===== config.mk =====
export PLATFORM = sky130hd
export DESIGN_NAME = ex_mem_stage
export DESIGN_NICKNAME = d
export VERILOG_FILES = /design/src/rtl/ex_mem_stage.sv
export SDC_FILE = /design/constraint.sdc
export NUM_CORES = 1
export LEC_CHECK = 0
export CAP_MARGIN = 20
export CORE_AREA = 2 2 198 200
export DETAILED_ROUTE_END_ITERATION = 8
export DIE_AREA = 0 0 200 202
export SYNTH_ARGS = -nofsm -noshare
export SYNTH_HDL_FRONTEND = slang
export SYNTH_SLANG_ARGS = --single-unit
export TNS_END_PERCENT = 100

===== constraint.sdc =====
create_clock -name clk -period 2.17 [get_ports clk]
set_input_delay 0.434 -clock clk [delete_from_list [all_inputs] [get_ports clk]]
set_output_delay 0.434 -clock clk [all_outputs]
set_load 0.02 [all_outputs]

===== src/rtl/ex_mem_stage.sv =====
// EX->MEM pipeline register with flush/stall control, HI/LO and load/store sideband, MADD/MSUB carry-back, bubble counter.
// Latency: 1 cycle EX->MEM; every output comes straight from a flop, so there is no input->output combinational path.
// Backpressure: stall_ex alone inserts a bubble; stall_ex with stall_mem holds every register; flush clears and overrides both stalls.
module ex_mem_stage #(
    parameter int DATA_W     = 32,
    parameter int REG_ADDR_W = 5,
    parameter int ALUOP_W    = 8,
    parameter int CNT_W      = 16
) (
    input  logic                    clk,
    input  logic                    rst,
    input  logic                    stall_ex,
    input  logic                    stall_mem,
    input  logic                    flush,
    input  logic                    ex_valid,
    input  logic [REG_ADDR_W-1:0]   ex_wd,
    input  logic                    ex_wreg,
    input  logic [DATA_W-1:0]       ex_wdata,
    input  logic                    ex_whilo,
    input  logic [DATA_W-1:0]       ex_hi,
    input  logic [DATA_W-1:0]       ex_lo,
    input  logic [ALUOP_W-1:0]      ex_aluop,
    input  logic [DATA_W-1:0]       ex_mem_addr,
    input  logic [DATA_W-1:0]       ex_reg2,
    input  logic [2*DATA_W-1:0]     hilo_temp_i,
    input  logic [1:0]              cnt_i,
    output logic                    mem_valid,
    output logic [REG_ADDR_W-1:0]   mem_wd,
    output logic                    mem_wreg,
    output logic [DATA_W-1:0]       mem_wdata,
    output logic                    mem_whilo,
    output logic [DATA_W-1:0]       mem_hi,
    output logic [DATA_W-1:0]       mem_lo,
    output logic [ALUOP_W-1:0]      mem_aluop,
    output logic [DATA_W-1:0]       mem_mem_addr,
    output logic [DATA_W-1:0]       mem_reg2,
    output logic [2*DATA_W-1:0]     hilo_temp_o,
    output logic [1:0]              cnt_o,
    output logic [CNT_W-1:0]        bubble_cnt
);

    // Everything that travels forward into MEM, kept as one record so the
    // clear/capture/hold decisions act on the whole instruction at once.
    typedef struct packed {
        logic                   valid;
        logic [REG_ADDR_W-1:0]  wd;
        logic                   wreg;
        logic [DATA_W-1:0]      wdata;
        logic                   whilo;
        logic [DATA_W-1:0]      hi;
        logic [DATA_W-1:0]      lo;
        logic [ALUOP_W-1:0]     aluop;
        logic [DATA_W-1:0]      mem_addr;
        logic [DATA_W-1:0]      reg2;
    } stage_t;

    // Multi-cycle MADD/MSUB progress that is looped back to EX.
    typedef struct packed {
        logic [2*DATA_W-1:0]    hilo_temp;
        logic [1:0]             cnt;
    } acc_t;

    // What the register does on the coming edge.
    typedef enum logic [1:0] {
        ACT_FLUSH   = 2'd0,
        ACT_BUBBLE  = 2'd1,
        ACT_ADVANCE = 2'd2,
        ACT_HOLD    = 2'd3
    } act_t;

    localparam logic [CNT_W-1:0] BUB_MAX = '1;
    localparam logic [CNT_W-1:0] BUB_ONE = {{(CNT_W-1){1'b0}}, 1'b1};

    act_t   act;
    stage_t ex_pkt;
    stage_t stage_q;
    acc_t   acc_q;
    logic [CNT_W-1:0] bubble_q;

    // Pick the edge action. Flush beats any stall; with stall_ex low the
    // stage advances even if stall_mem is (illegally) high, so hold is only
    // reached when both stalls are asserted.
    always_comb begin
        act = ACT_HOLD;
        if (flush) begin
            act = ACT_FLUSH;
        end else if (stall_ex && !stall_mem) begin
            act = ACT_BUBBLE;
        end else if (!stall_ex) begin
            act = ACT_ADVANCE;
        end
    end

    // Assemble the incoming instruction. An invalid slot must never write a
    // register, so its enables and destination are zeroed; data fields are
    // still taken as-is since nothing downstream consumes them without an enable.
    always_comb begin
        ex_pkt          = '0;
        ex_pkt.valid    = ex_valid;
        ex_pkt.wd       = ex_valid ? ex_wd : '0;
        ex_pkt.wreg     = ex_valid & ex_wreg;
        ex_pkt.wdata    = ex_wdata;
        ex_pkt.whilo    = ex_valid & ex_whilo;
        ex_pkt.hi       = ex_hi;
        ex_pkt.lo       = ex_lo;
        ex_pkt.aluop    = ex_aluop;
        ex_pkt.mem_addr = ex_mem_addr;
        ex_pkt.reg2     = ex_reg2;
    end

    // Forward instruction register: cleared on flush or bubble, loaded on advance.
    always_ff @(posedge clk or negedge rst) begin
        if (!rst) begin
            stage_q <= '0;
        end else begin
            case (act)
                ACT_FLUSH, ACT_BUBBLE: stage_q <= '0;
                ACT_ADVANCE:           stage_q <= ex_pkt;
                default:               stage_q <= stage_q;
            endcase
        end
    end

    // Accumulator loop-back: a bubble is exactly when EX is iterating a
    // MADD/MSUB, so its partial product and step index are parked here and
    // fed back; any advance or flush ends the sequence and clears them.
    always_ff @(posedge clk or negedge rst) begin
        if (!rst) begin
            acc_q <= '0;
        end else begin
            case (act)
                ACT_FLUSH, ACT_ADVANCE: acc_q <= '0;
                ACT_BUBBLE:             acc_q <= '{hilo_temp: hilo_temp_i, cnt: cnt_i};
                default:                acc_q <= acc_q;
            endcase
        end
    end

    // Count inserted bubbles, sticking at all-ones; flush does not count as a bubble.
    always_ff @(posedge clk or negedge rst) begin
        if (!rst) begin
            bubble_q <= '0;
        end else if (act == ACT_BUBBLE && bubble_q != BUB_MAX) begin
            bubble_q <= bubble_q + BUB_ONE;
        end
    end

    assign mem_valid    = stage_q.valid;
    assign mem_wd       = stage_q.wd;
    assign mem_wreg     = stage_q.wreg;
    assign mem_wdata    = stage_q.wdata;
    assign mem_whilo    = stage_q.whilo;
    assign mem_hi       = stage_q.hi;
    assign mem_lo       = stage_q.lo;
    assign mem_aluop    = stage_q.aluop;
    assign mem_mem_addr = stage_q.mem_addr;
    assign mem_reg2     = stage_q.reg2;
    assign hilo_temp_o  = acc_q.hilo_temp;
    assign cnt_o        = acc_q.cnt;
    assign bubble_cnt   = bubble_q;

endmodule


==> results.txt <==
The setup slack of the worst register-to-register path came out at 0.29 ns. The power share of the combinational group came out at 0.160. The count of nets after finishing is 1,388. Synthesis produced 617 cells. Dividing the detail-routed wire length by the instance count gives 18.9 um.

The first global-routing pass estimated 47,700 um of wire. The master of the slowest instance on the critical path is clkdlybuf4s50_1. The detailed-route DRC error count is 0.

In this run the cell area measured after placement is 0.0152 sq mm. The critical path goes through clkdlybuf4s50_1. In the finished design, the share of the clock period the worst path needs comes to 0.956.

The tightest min-delay check is of the input port to asynchronous set/reset pin type. Entering global routing, the biggest net connects 78 pins. Counting flops and latches in the post-synthesis netlist gives 258. The initial cell density of the core is 0.241. The area taken by flip-flops and latches came out at 0.00646 sq mm. The share of flip-flops with an asynchronous set or reset after synthesis came out at 1.00. The worst setup path is captured at a primary output. The total buffers and inverters traversed by the critical path is 1. In this run the number of H-tree levels came out at 1. The worst IR drop on VDD is 0.000484 V. Headroom to the max-slew limit came out at 0.669. The count of flip-flops with a built-in enable after synthesis is 0. The remaining antenna violation count came out at 0. The distinct cell type count after synthesis came out at 35. The share of the yosys chip area belonging to registers is 0.701.

For this design the ratio of total power to cell area is 738 mW/mm^2. The highest cell delay on the worst timing path is 0.67 ns. The area inside the core boundary came out at 0.0383 sq mm.

The clock-pin slew of the registers on the worst-case setup and hold paths is 0.06 ns. The first detailed-routing pass ran for 4 iterations. In this run the deepest clock path goes through 3 buffers. In this run, placement finished with an instance count of 1,626. The library cell used most frequently in the layout, excluding fill and tap cells, is clkdlybuf4s50_1. The total of endpoints with negative setup slack in the final report is 0.

Buffers placed on the I/O ports in this run total 504. The fmax came out at 0.482 GHz. A synthesized cell averages 14.9 sq um.

The antenna diode count came out at 0. The number of antenna violations at the first check in global routing is 1. The final critical delay including setup and external delays came out at 2.07 ns. The biggest area contributor in the post-synthesis netlist is dfrtp_1. The leakage component of the power came out at 7.18 nW.

The max-capacitance violation count is 0. The clock latency reported for the late side of the worst-skew pair is 0.54 ns. The die height came out at 202 um.

The floorplan step defined a die boundary enclosing 0.0404 sq mm. Of the total power, the share spent switching nets is 0.251. The routability congestion estimate came out at 0.803. The number of global-route vias before repair is 8,137. The measured slew at the worst slew-check pin is 0.497 ns. The category of the worst setup path launch point is a flip-flop.

The top-level port count is 505. The area of combinational cells with multiple inputs came out at 0.00256 sq mm. The CTS tree is built. The top-area cell type share of the netlist area came out at 0.701. Summed over all nets, the switching power comes to 2.99 mW.

The HPWL after detailed placement came out at 23,000 um. The endpoint of the worst-slack reg-to-reg timing path is bubble_cnt[9]. The count of final max-slew check failures came out at 0. The number of violations reported at the end of detailed-routing iteration 0 is 265. The clock skew after layout is 0.00736 ns. The worst flop-to-flop path startpoint is bubble_cnt[1].

The flow ran to the end, and the final reports show no timing, DRC or antenna violations. Clock tree synthesis selected as its root buffer the cell clkbuf_16. The share of power burned in the clock network came out at 0.400. The top cell family by delay on the critical path is buffers and inverters. The class of the most critical setup path is flip-flop to primary output.

The number of buffers inserted during clock tree synthesis is 29. The layout has 3,581 filler cells. The sink count of the clock tree came out at 258. The horizontal extent of the die is 200 um. The routed wire length is 31,700 um. The worst hold-check slack came out at 0.454 ns. The critical-path maximum fanout came out at 5.

The count of standard-cell rows is 72. For this run, the leading register cell type out of synthesis is dfrtp_1. The number of hold violations in the final report came out at 0. The data arrival time of the worst path is 1.64 ns. For the worst flop-to-flop path, the logic depth is 5. The post-synth net total is 865.

The total congestion overflow after global routing is 0. The final standard cell count with taps included and fillers excluded is 1,678. The ratio of cells with drive above 1 in the final layout came out at 0.0810. Leaving out fill and tap cells, the most frequent cells in the layout are 498 x clkdlybuf4s50_1, 258 x dfrtp_1, 241 x a22o_1. The count of yosys warnings during synthesis is 0.

Across every metal layer, demand over resource in global routing totals 0.151. The worst path required time came out at 1.74 ns. The power after layout came out at 11.9 mW. Dividing the detail-routed via count by the number of cells gives 4.57.

The least setup slack across all paths after layout came out at 0.0953 ns. After synthesis the cells add up to 0.00921 sq mm. The sequential share of power came out at 0.440. The worst slack at placement is -0.148 ns. Setup repair after global routing left no endpoint under its margin. The detailed-route via count is 7,669.

The area of all placed cells without fillers came out at 0.0162 sq mm. The internal power consumption came out at 8.94 mW. After synthesis, the cell types taking the most area are dfrtp_1 70%, a22o_1 23%, clkbuf_1 1.8%.

The area growth from synthesis to final layout came out at 75.3%.
## how the worst max path moves through the flow
stage          depth (start not counted)            from  slack, ns        endpoint
6_report                               1  bubble_cnt[12]        0.1  bubble_cnt[12]
5_1_grt                                1  bubble_cnt[12]       0.01  bubble_cnt[12]
4_1_cts                                2   bubble_cnt[0]      0.007   bubble_cnt[0]
3_5_place_dp                           5        stall_ex      -0.15  bubble_cnt[15]
3_3_place_gp                           5        stall_ex      -0.15  bubble_cnt[15]
2_1_floorplan                          5           flush       0.34  bubble_cnt[15]
## synthesized netlist by cell type, types with 2 or more instances
library cell / instances
dfrtp_1: 258
a22o_1: 241
clkbuf_1: 45
buf_1: 7
nand3_1: 7
nand4_1: 6
nor2_1: 6
nor3_1: 5
xnor2_1: 4
xor2_1: 4
nand2_1: 3
a21oi_1: 2
a31oi_1: 2
and2_1: 2
buf_2: 2
inv_1: 2
mux2_1: 2
o21a_1: 2
## what timing repair did
action                     CTS  global route
setup endpoints to repair    0             5
hold buffers                 1             0
gates resized for setup      0             5
hold endpoints to repair    49             0
setup buffers                0             0
## kinds of logic after synthesis
group	after synthesis	synth area share
XOR/XNOR	8	0.00760
buffers and inverters	56	0.0231
AO/OA/AOI/OAI	251	0.236
flip-flops	258	0.701
multiplexers	4	0.00475
AND/OR/NAND/NOR	39	0.0261
adder cells (fa/ha/maj)	1	0.00136
## final cells by class
class,instances,area share
clock buffer,40,0.0506
multi-input combinational,303,0.158
tap,518,0.0401
timing repair buffer,546,0.344
sequential,258,0.400
inverter,2,0.000465
clock inverter,11,0.00674
## flip-flops by register name, summed over array words and instances (netlist names)
signal / cells
hilo_temp_o: 64
bubble_cnt: 16
mem_aluop: 8
mem_wdata: 32
mem_wd: 5
mem_mem_addr: 32
mem_valid: 1
mem_lo: 32
mem_whilo: 1
mem_reg2: 32
mem_hi: 32
cnt_o: 2
mem_wreg: 1
## metrics by stage
stage	TNS [ns]	util
finish	0	0.422
global route	0	0.422
CTS	0	0.422
detailed placement	-0.768	0.397
global placement	-0.745	0.397
floorplan	0	-
## metal layers
| layer | routed length, um | global-route usage |
|---|---|---|
| met5 | 0 | 0 |
| met4 | 775 | 0.0444 |
| met3 | 3330 | 0.0497 |
| met2 | 15100 | 0.256 |
| met1 | 12500 | 0.182 |
## power groups by stage
stage          clock network, mW  registers, mW  logic (mW)
2_1_floorplan                  0           5.60       0.348
3_3_place_gp                   0           5.32        1.92
3_5_place_dp                   0           5.32        1.94
4_1_cts                     4.96           5.24        1.94
5_1_grt                     5.15           5.28        2.04
6_report                    4.78           5.24        1.91
No activity file was read; power rests on OpenSTA's default activity.
